`src/rtl/ifetch_buffer.sv`:
```
// Instruction prefetch buffer sitting in front of the F/D pipe register.
// Owns the fetch PC and issues in-order word requests on a grant/rvalid port.
// Returned words are queued with their PCs, and the queue head is presented
// to decode through a registered output stage.
// A taken branch/jump flushes the queue and drops any words that are still
// in flight when they come back.
module ifetch_buffer #(
  parameter int unsigned DEPTH    = 4,
  parameter int unsigned MAX_OUT  = 2,
  parameter logic [31:0] RESET_PC = 32'h0000_0000
) (
  input  logic        clk,
  input  logic        rst_n,
  input  logic        redirect,
  input  logic [31:0] redirect_pc,
  input  logic        stall,
  output logic        mem_req,
  output logic [31:0] mem_addr,
  input  logic        mem_gnt,
  input  logic        mem_rvalid,
  input  logic [31:0] mem_rdata,
  output logic        instr_valid,
  output logic [31:0] instr,
  output logic [31:0] pc,
  output logic [31:0] pc_plus4
);

  localparam int unsigned PW  = (DEPTH > 1) ? $clog2(DEPTH) : 1;
  localparam int unsigned CW  = PW + 1;
  localparam logic [31:0] NOP = 32'h0000_0013;

  // Force an address onto a word boundary.
  function automatic logic [31:0] wordAlign(input logic [31:0] a);
    return {a[31:2], 2'b00};
  endfunction

  // Fetch-side control state
  logic [31:0]   fpc;
  logic [31:0]   retPc;
  logic [CW-1:0] count;
  logic [CW-1:0] outstanding;
  logic [CW-1:0] discard;
  logic [PW-1:0] rdPtr;
  logic [PW-1:0] wrPtr;

  // Queue storage (data only, never reset)
  logic [31:0]   qInstr [DEPTH];
  logic [31:0]   qPc    [DEPTH];

  // Registered head presented to decode
  logic          vld_p1;
  logic [31:0]   instr_p1;
  logic [31:0]   pc_p1;

  // Per-cycle decisions
  logic [CW-1:0] liveOut;
  logic [CW:0]   credit;
  logic          canIssue;
  logic          grant;
  logic          ret;
  logic          push;
  logic          pop;
  logic [CW-1:0] outNext;
  logic [CW-1:0] remain;
  logic [PW-1:0] rdPtrNext;

  // Only the word-aligned part of the redirect target is meaningful.
  logic          unusedPcBits;
  assign unusedPcBits = ^redirect_pc[1:0];

  // Issue, return and head-advance decisions for the current cycle.
  always_comb begin
    liveOut   = outstanding - discard;
    credit    = {1'b0, count} + {1'b0, liveOut};
    // Held low while reset is asserted; credit keeps every live word a queue slot.
    canIssue  = rst_n && (outstanding < CW'(MAX_OUT)) && (credit < (CW + 1)'(DEPTH));
    mem_req   = canIssue && !redirect;
    mem_addr  = wordAlign(fpc);
    // A grant in a redirect cycle still counts: that word is later discarded.
    grant     = canIssue && mem_gnt;
    // Stray responses with nothing outstanding (e.g. right after reset) are ignored.
    ret       = mem_rvalid && (outstanding != '0);
    push      = ret && !redirect && (discard == '0);
    pop       = vld_p1 && !stall && !redirect;
    outNext   = outstanding + CW'(grant) - CW'(ret);
    remain    = count - CW'(pop);
    rdPtrNext = pop ? (rdPtr + PW'(1)) : rdPtr;
  end

  // Fetch PC, in-flight accounting and queue pointers; redirect wins over everything.
  always_ff @(posedge clk or negedge rst_n) begin
    if (!rst_n) begin
      fpc         <= wordAlign(RESET_PC);
      retPc       <= wordAlign(RESET_PC);
      count       <= '0;
      outstanding <= '0;
      discard     <= '0;
      rdPtr       <= '0;
      wrPtr       <= '0;
    end else begin
      outstanding <= outNext;
      if (redirect) begin
        fpc     <= wordAlign(redirect_pc);
        retPc   <= wordAlign(redirect_pc);
        count   <= '0;
        rdPtr   <= '0;
        wrPtr   <= '0;
        discard <= outNext;
      end else begin
        if (grant) begin
          fpc <= fpc + 32'd4;
        end
        if (ret && (discard != '0)) begin
          discard <= discard - CW'(1);
        end
        if (push) begin
          wrPtr <= wrPtr + PW'(1);
          retPc <= retPc + 32'd4;
        end
        if (pop) begin
          rdPtr <= rdPtr + PW'(1);
        end
        count <= count + CW'(push) - CW'(pop);
      end
    end
  end

  // Queue write port: accepted words stored with the PC they were fetched from.
  always_ff @(posedge clk) begin
    if (push) begin
      qInstr[wrPtr] <= mem_rdata;
      qPc[wrPtr]    <= retPc;
    end
  end

  // ---- stage p1: head register; words pushed this edge appear one edge later ----
  // Load the entry that will be at the head after this edge's pop.
  always_ff @(posedge clk or negedge rst_n) begin
    if (!rst_n) begin
      vld_p1   <= 1'b0;
      instr_p1 <= NOP;
      pc_p1    <= 32'd0;
    end else if (redirect || (remain == '0)) begin
      vld_p1   <= 1'b0;
      instr_p1 <= NOP;
      pc_p1    <= 32'd0;
    end else begin
      vld_p1   <= 1'b1;
      instr_p1 <= qInstr[rdPtrNext];
      pc_p1    <= qPc[rdPtrNext];
    end
  end

  assign instr_valid = vld_p1;
  assign instr       = instr_p1;
  assign pc          = pc_p1;
  assign pc_plus4    = pc_p1 + 32'd4;

`ifndef SYNTHESIS
  // A returned word must never find the queue full.
  always @(posedge clk) begin
    if (rst_n && push && !pop) begin
      assert (count < CW'(DEPTH));
    end
  end
`endif

endmodule

```
`config.mk`:
```
export PLATFORM = sky130hd
export DESIGN_NAME = ifetch_buffer
export DESIGN_NICKNAME = d
export VERILOG_FILES = /design/src/rtl/ifetch_buffer.sv
export SDC_FILE = /design/constraint.sdc
export NUM_CORES = 1
export LEC_CHECK = 0
export CAP_MARGIN = 25
export CORE_UTILIZATION = 40
export CTS_CLUSTER_DIAMETER = 60
export DETAILED_ROUTE_END_ITERATION = 8
export PLACE_DENSITY = 0.69
export SYNTH_ARGS = -nofsm -noshare
export SYNTH_HDL_FRONTEND = slang
export SYNTH_SLANG_ARGS = --single-unit
```
`constraint.sdc`:
```
create_clock -name clk -period 3.69 [get_ports clk]
set_clock_uncertainty 0.05 [all_clocks]
set_input_delay 0.738 -clock clk [delete_from_list [all_inputs] [get_ports clk]]
set_output_delay 0.738 -clock clk [all_outputs]
set_load 0.02 [all_outputs]
```
==> run_results.csv, run 1 <==
group,metric,value,unit
layout,fin_nets,1437,
critical_path,crit_chain,"inv_1, ha_1, inv_1, fa_1, xnor2_1, ha_1, nor4b_4, nand3_1, nor2_1, buf_2",
routing,ant_nets,0,
synth,synth.area.top_cells,"edfxtp_1 47%, dfrtp_1 21%, a211oi_1 5.6%",
layout,finalInstanceArea,20000,sq um
global_route,grt_usage,17.9,%
sta,post-route-period-util,95.3,%
die,die-area,40700,sq um
synth,ys_async_sr_fraction,35.4,%
routing,vias,9883,
critical_path,slowest_stage,"dfrtp_1",
sta,setup_violations,0,
clock_network,cts.sinks,384,
power_and_ir_drop,power-per-cell-area,586,nW/um^2
min_path,hold_class,"flip-flop to flip-flop",
power_and_ir_drop,p_leak,7.59,nW
critical_path,startpoint_type,"flip-flop",
die,num_rows,72,
synth,ys_seq_area_share,68.0,%
synth,ys_seq_elements,384,
critical_path,path_max_fanout,3,
critical_path,crit_required,2.90,ns
synth,yosysWarnings,0,
routing,wl,36300,microns
synth,syn_inst,1131,
flow_run,cap_viol_max_count,0,
die,die_w,202,microns
sta,min_period,3.52,ns
synth,syn_avg_cell_area,14.1,sq um
synth,synthFlopType,"edfxtp_1",
critical_path,cp_top_family,"adder cells",
sta,finalHoldViolations,0,
synth,synthTopCellsByCount,"248 x edfxtp_1, 133 x dfrtp_1, 119 x a211oi_1, 69 x mux2i_1, 63 x nor2b_1",
synth,yosysMostFrequentCell,"edfxtp_1",
global_route,grt_pass1_wl,56500,microns
global_route,grt_max_degree,70,
clock_network,cts_tree,"built",
clock_network,path_clk_slew,0.06,ns
critical_path,worstPathArrival,2.73,ns
synth,synth_cell_type_count,49,
status,status,"complete, no violations",
critical_path,cpPeakStageDelay,0.40,ns
layout,drive_gt1_share,8.86,%
routing,drtIter0Drc,676,
sta,max_slew.worst_pin.slew,0.922,ns
synth,syn_area,16000,sq um
placement,placed_area,18700,sq um
clock_network,clock-root-buffer,"clkbuf_16",
sta,tns,0,ns
global_route,grt_pass1_vias,10000,
critical_path,end_kind,"primary output",
synth,synth_top_area_cell,"edfxtp_1",
critical_path,path_class,"flip-flop to primary output",
global_route,overflow,0,
critical_path,crit_buf_inv,3,
routing,vias_per_cell,5.21,
die,io_pins,200,
layout,area_growth,25.5,%
routing,drcViolationCount,0,
die,coreArea,39000,sq um
placement,dp_hpwl,23400,microns
die,initial_core_util,40.9,%
clock_network,insertion_delay,0.54,ns
layout,fill_cells,3285,
synth,synth_edf_count,248,
global_route,grt_antenna_before_repair,1,
placement,numPortBuffers,191,
sta,drv_slew,0,
clock_network,cts-buffers-inserted,40,
routing,post_drt_wl_per_cell,19.1,microns
sta,grt_setup_unrepaired,"yes",
die,fp.dieH,202,microns
power_and_ir_drop,ir_drop,0.413,mV
synth,synth_top_area_share,46.6,%
sta,fmax,0.284,GHz
clock_network,clock_tree.htree_level_count,2,
clock_network,clk_path_buf_depth,3,
sta,slew_headroom,38.5,%
placement,gp_congestion,0.817,
routing,first_pass_iters,4,
## registers in the layout (all words and copies together) (netlist names), 30 cells and up
register,cells
instr,32
qPc,120
retPc,30
pc,30
fpc,30
qInstr,128
## final timing paths
kind / start / end / slack, ns / depth (start not counted)
setup / recovery: outstanding[0]$_DFF_PN0_ / mem_req / 0.17 / 10
hold / removal: retPc[31]$_DFFE_PN0N_ / qPc[2][31]$_DFFE_PP_ / 0.50 / 0
setup reg to reg: outstanding[0]$_DFF_PN0_ / discard[2]$_DFFE_PN0P_ / 0.22 / 17
hold reg to reg: retPc[31]$_DFFE_PN0N_ / qPc[2][31]$_DFFE_PP_ / 0.50 / 0
max in group asynchronous: rst_n / rdPtr[1]$_DFF_PN0_ / 1.79 / 3
min in group asynchronous: rst_n / fpc[9]$_DFFE_PN0P_ / 0.53 / 2
## metal layers
metal  global-route usage [%]  routed length, microns  vias up
met3                     3.26                    1660       33
met1                     23.7                   16000     4943
met5                        0                       0        -
met4                     4.79                     541        0
met2                     30.2                   18100      207
li1                         -                       -     4700
## cells by family after synthesis
family                   synth area share, %
flip-flops                              68.0
AND/OR/NAND/NOR                         9.81
AO/OA/AOI/OAI                           9.29
buffers and inverters                   2.52
multiplexers                            4.75
XOR/XNOR                                3.83
adder cells (fa/ha/maj)                 1.79
other                                 0.0235
## cell usage in the layout (no fill, tap or decap), types with 28 or more instances in the layout
cell type / count
edfxtp_1: 248
clkdlybuf4s50_1: 182
dfrtp_1: 132
a211oi_1: 119
mux2i_1: 69
nor2b_1: 63
xnor2_1: 45
clkbuf_16: 42
nand2_1: 38
nand3_1: 38
nor2_1: 33
buf_4: 29
inv_1: 28
## cell type report
cell class,count,area [sq um],share of cell area (%)
antenna,1,2.50,0.0125
clock buffer,56,1130,5.66
clock inverter,17,124,0.618
inverter,30,115,0.575
multi-input combinational,658,4770,23.8
sequential,384,10900,54.2
tap,518,648,3.24
timing repair buffer,232,2370,11.9
## stage by stage
step | instances | power [W] | worst slack [ns] | util (%) | hold slack, ns
2_1_floorplan | 1136 | 0.00677 | 0.369 | - | 0.392
3_3_place_gp | 1820 | 0.00798 | 0.249 | 48.0 | 0.491
4_1_cts | 1895 | 0.0119 | 0.0312 | 51.3 | 0.510
3_5_place_dp | 1820 | 0.00803 | 0.194 | 48.0 | 0.501
5_1_grt | 1896 | 0.0123 | -0.0123 | 51.3 | 0.551
6_report | 1896 | 0.0117 | 0.174 | 51.3 | 0.502
## report_power, final
group	switching, W	internal [W]	leakage, nW	total, W
registers	0.000339	0.00501	3.93	0.00535
logic	0.00142	0.00114	3.05	0.00256
clock network	0.00160	0.00223	0.615	0.00383
## timing repair
item | 4_1_cts | 5_1_grt
pin swaps | 1 | 1
endpoints found under the hold margin | 15 | 0
resized for setup | 5 | 9
setup endpoints to repair | 8 | 9
buffers inserted | 1 | 0
hold buffers | 1 | 0
No activity file was read; power rests on OpenSTA's default activity.
==> run 2: changes to the inputs <==
CORE_MARGIN = 2   (was not set)
RECOVER_POWER = 100   (was not set)
==> run_results.csv, run 2 (synthesis results as in run 1) <==
group,metric,value,unit
critical_path,path_class,"flip-flop to primary output",
critical_path,crit_buf_inv,3,
die,num_rows,73,
sta,slew_headroom,-40.6,%
global_route,overflow,0,
critical_path,r2r_slack,0.16,ns
flow_run,cap_viol_max_count,1,
sta,worst_slack,0.145,ns
sta,fmax,0.282,GHz
layout,area_growth,25.0,%
routing,first_pass_iters,4,
clock_network,insertion_delay,0.53,ns
critical_path,cpPeakStageDelay,0.39,ns
sta,finalHoldViolations,0,
clock_network,path_clk_slew,0.06,ns
layout,drive_gt1_share,8.21,%
layout,final_cell_mix,"248 x edfxtp_1, 131 x dfrtp_1, 129 x dlygate4sd3_1",
global_route,grt_pass1_vias,9796,
min_path,hold_start,"discard[1]$_DFFE_PN0P_",
die,die-area,41500,sq um
critical_path,slowest_stage,"dfrtp_1",
routing,drcViolationCount,0,
critical_path,startpoint_type,"flip-flop",
min_path,hold_class,"flip-flop to flip-flop",
die,io_pins,200,
status,violations,"capacitance limit, slew limit",
clock_network,clock_tree.htree_level_count,2,
global_route,grt_antenna_before_repair,1,
layout,fin_nets,1434,
die,die_w,204,microns
placement,gp_congestion,0.814,
power_and_ir_drop,power-per-cell-area,593,nW/um^2
die,coreArea,39500,sq um
routing,drtIter0Drc,615,
sta,timing.hold.ws,0.515,ns
global_route,grt_max_degree,137,
power_and_ir_drop,ir_drop,0.295,mV
die,initial_core_util,40.4,%
global_route,grt_usage,17.3,%
critical_path,critPathLaunch,"outstanding[0]$_DFF_PN0_",
layout,largest_register,"qInstr",
critical_path,end_kind,"primary output",
routing,vias_per_cell,5.25,
clock_network,cts-buffers-inserted,42,
sta,post-route-period-util,96.1,%
critical_path,worstPathArrival,2.76,ns
critical_path,crit_required,2.90,ns
sta,drv_slew,137,
clock_network,hold_buffers,0,
placement,dp_slack,0.181,ns
critical_path,r2r_start,"outstanding[0]$_DFF_PN0_",
global_route,grt_pass1_wl,55500,microns
status,status,"finished with violations",
placement,numPortBuffers,191,
clock_network,cts_tree,"built",
sta,grt_setup_unrepaired,"yes",
layout,final_common_cell,"edfxtp_1",
routing,ant_nets,0,
routing,vias,9996,
routing,post_drt_wl_per_cell,19.0,microns
sta,setup_violations,0,
critical_path,path_max_fanout,3,
clock_network,clk_path_buf_depth,3,
layout,fill_cells,3358,
critical_path,cp_top_family,"adder cells",
sta,max_slew.worst_pin.slew,2.11,ns
placement,dp_hpwl,22700,microns
clock_network,clock-root-buffer,"clkbuf_16",
critical_path,crit_chain,"inv_1, ha_1, inv_1, fa_1, xnor2_1, ha_1, nor4b_4, nand3_1, nor2_2, buf_6",
sta,min_period,3.55,ns
layout,largest_register_ffs,128,
die,fp.dieH,204,microns
clock_network,cts.sinks,384,
power_and_ir_drop,p_leak,7.72,nW
routing,wl,36200,microns
==> run 2: per-layer routing <==
layer	wire length [microns]	GRT usage, %	vias to the layer above	part of all wire (%)
li1	-	-	4677	-
met1	16100	23.8	4978	45
met2	17400	28.7	287	48
met3	1940	2.62	54	5.4
met4	714	4.82	0	2.0
met5	0	0	-	0
==> run 2: final cells by class <==
cell class	instances	area [sq um]	share of cell area, %
inverter	30	115	0.577
antenna	1	2.50	0.0125
tap	525	657	3.29
sequential	384	10900	54.4
multi-input combinational	658	4750	23.8
clock inverter	22	216	1.09
clock buffer	56	1120	5.63
timing repair buffer	227	2220	11.1
==> run 2: path summary, 6_finish.rpt <==
kind	end	cells after the start
max in group asynchronous	rdPtr[1]$_DFF_PN0_	2
min in group asynchronous	fpc[26]$_DFFE_PN0P_	2
worst min register to register	discard[1]$_DFFE_PN0P_	2
worst min-delay path	discard[1]$_DFFE_PN0P_	2
worst max register to register	discard[2]$_DFFE_PN0P_	17
worst max-delay path	mem_req	10
==> run 2: power by group <==
part           internal, W  switching (W)  total (W)
Clock              0.00237        0.00166    0.00404
Combinational      0.00101        0.00139    0.00240
Sequential         0.00502       0.000373    0.00539
==> run 2: worst min-delay path: stages, from the launching register on <==
cell	delay, ns
dfrtp_1	0.34
a21oi_1	0.06
mux2i_1	0.12
==> run 2: timing repair <==
action / CTS / global route
pin swaps: 0 / 3
endpoints found under the setup margin: 7 / 6
resized for setup: 9 / 11
setup buffers: 0 / 0
==> run 2: per-stage QoR <==
step | cells | utilization [%] | TNS (ns) | instance area [sq um] | total power [W]
after global routing | 1903 | 50.4 | -0.0264 | 19900 | 0.0124
after detailed placement | 1824 | 47.3 | 0 | 18700 | 0.00803
after floorplan | 1136 | - | 0 | 16000 | 0.00677
after global placement | 1824 | 47.3 | 0 | 18700 | 0.00799
final | 1903 | 50.4 | 0 | 19900 | 0.0118
after CTS | 1902 | 50.7 | 0 | 20000 | 0.0121
==> run 3: changes to the inputs <==
clock period = 3.9 ns   (was 3.69 ns; I/O delays follow)
==> run_results.csv, run 3 (synthesis results as in run 1) <==
group,metric,value,unit
status,status,"finished with violations",
status,violations,"capacitance limit, slew limit",
power_and_ir_drop,p_sw_share,28.5,%
routing,first_pass_iters,4,
global_route,grt_antenna_before_repair,0,
power_and_ir_drop,p_sw,0.00321,W
die,die_w,204,microns
critical_path,rr_worst_depth,17,
routing,post_drt_wl_per_cell,18.8,microns
sta,max_slew.worst_pin.slew,2.05,ns
layout,final_common_cell,"edfxtp_1",
layout,area_growth,24.5,%
sta,setup_violations,0,
routing,vias_per_cell,5.22,
clock_network,clock-root-buffer,"clkbuf_16",
die,fp.dieH,204,microns
die,die-area,41500,sq um
routing,vias,9889,
sta,slew_headroom,-36.9,%
routing,met1Wirelength,16200,microns
die,coreArea,39500,sq um
sta,drv_slew,288,
critical_path,startpoint_type,"flip-flop",
power_and_ir_drop,finalPower,0.0113,W
clock_network,insertion_delay,0.54,ns
routing,top_layer,"met4",
layout,largest_register_ffs,128,
global_route,grt_pass1_wl,55700,microns
sta,fmax,0.269,GHz
layout,n_antenna_cell,0,
power_and_ir_drop,power_frac_seq,45.3,%
power_and_ir_drop,intPower,0.00806,W
die,initial_core_util,40.4,%
min_path,worstHoldPathCells,2,
flow_run,cap_viol_max_count,4,
sta,post-route-period-util,95.3,%
power_and_ir_drop,ir_drop,0.271,mV
global_route,overflow,0,
layout,largest_register,"qInstr",
placement,numPortBuffers,191,
clock_network,cts.sinks,384,
routing,wl,35700,microns
routing,ant_nets,0,
placement,dp_hpwl,22200,microns
critical_path,path_class,"flip-flop to primary output",
power_and_ir_drop,power-per-cell-area,567,nW/um^2
global_route,grt_usage,17.4,%
layout,fin_nets,1428,
sta,min_period,3.72,ns
power_and_ir_drop,p_comb_share,19.5,%
layout,drive_gt1_share,8.10,%
clock_network,cts_tree,"built",
clock_network,cts-buffers-inserted,42,
routing,drcViolationCount,0,
power_and_ir_drop,p_leak,7.66,nW
routing,dr_wl_met3,1710,microns
global_route,grt_max_degree,137,
sta,tns,0,ns
routing,met2_length,17000,microns
sta,finalHoldViolations,0,
routing,drtIter0Drc,574,
die,io_pins,200,
clock_network,clock_tree.htree_level_count,2,
layout,final_cell_mix,"248 x edfxtp_1, 151 x dlygate4sd3_1, 131 x dfrtp_1",
clock_network,hold_buffers,0,
critical_path,worstPathArrival,2.89,ns
critical_path,end_kind,"primary output",
power_and_ir_drop,clkPwrFrac,35.2,%
placement,gp_congestion,0.826,
die,num_rows,73,
clock_network,clk_path_buf_depth,3,
clock_network,path_clk_slew,0.06,ns
critical_path,path_max_fanout,3,
critical_path,crit_required,3.07,ns
min_path,hold_class,"flip-flop to flip-flop",
global_route,grt_pass1_vias,9917,
sta,grt_setup_unrepaired,"no",
==> run 3: cell types whose count changed in the layout (fill, tap and decap cells not counted), sizes merged <==
| cell | before | now |
|---|---|---|
| dlygate4sd3 | 129 | 151 |
| clkinvlp | 3 | 5 |
| inv | 35 | 33 |
| dlymetal6s2s | 5 | 0 |
| clkbuf | 71 | 82 |
| clkinv | 11 | 10 |
| clkdlybuf4s50 | 49 | 32 |
| dlygate4sd2 | 6 | 1 |
| diode | 1 | 0 |
| buf | 23 | 11 |
==> run 3: cell type report <==
type / instances / area, sq um
fill: 3364 / 19700
inverter: 30 / 114
timing repair buffer: 221 / 2070
sequential: 384 / 10900
multi-input combinational: 658 / 4740
clock inverter: 21 / 208
clock buffer: 56 / 1220
tap: 525 / 657
==> run 3: power groups by stage <==
stage / Sequential [W] / Combinational (W) / Clock (W)
2_1_floorplan: 0.00533 / 0.00108 / 0
3_3_place_gp: 0.00517 / 0.00235 / 0
3_5_place_dp: 0.00519 / 0.00238 / 0
4_1_cts: 0.00511 / 0.00239 / 0.00406
5_1_grt: 0.00516 / 0.00240 / 0.00422
6_report: 0.00510 / 0.00219 / 0.00397
==> run 3: worst paths after layout <==
path,start,end,slack [ns]
setup / recovery,outstanding[0]$_DFF_PN0_,mem_req,0.18
hold / removal,discard[1]$_DFFE_PN0P_,discard[1]$_DFFE_PN0P_,0.51
setup reg to reg,outstanding[0]$_DFF_PN0_,discard[2]$_DFFE_PN0P_,0.29
hold reg to reg,discard[1]$_DFFE_PN0P_,discard[1]$_DFFE_PN0P_,0.51
max in group asynchronous,rst_n,rdPtr[1]$_DFF_PN0_,1.21
min in group asynchronous,rst_n,fpc[27]$_DFFE_PN0P_,1.09
==> run 3: stage by stage <==
stage / util, % / setup slack [ns] / instance area (sq um) / std cells / hold slack, ns
4_1_cts: 50.7 / 0.0359 / 20000 / 1894 / 0.427
5_1_grt: 50.2 / 0.00334 / 19900 / 1895 / 0.551
3_5_place_dp: 47.1 / 0.401 / 18600 / 1817 / 0.501
3_3_place_gp: 47.1 / 0.438 / 18600 / 1817 / 0.491
6_report: 50.2 / 0.184 / 19900 / 1895 / 0.510
2_1_floorplan: - / 0.566 / 16000 / 1136 / 0.434
==> run 3: per-layer routing <==
layer / global-route usage, % / vias to the layer above
li1: - / 4677
met1: 23.8 / 4876
met2: 28.8 / 277
met3: 2.84 / 59
met4: 4.67 / 0
met5: 0 / -
==> run 3: what timing repair did <==
action,4_1_cts,5_1_grt
endpoints found under the setup margin,9,9
pin swaps,0,1
buffers inserted,0,1
gates resized for setup,2,6
hold endpoints to repair,0,0
==> run 3: worst max-delay path, cell delays in order (launching register included) <==
cell and delay (ns):
dfrtp_1 0.40, inv_1 0.06, ha_1 0.13, inv_1 0.04
fa_1 0.38, xnor2_1 0.14, ha_1 0.31, nor4b_4 0.29
nand3_1 0.12, nor2_1 0.13, dlygate4sd2_1 0.35
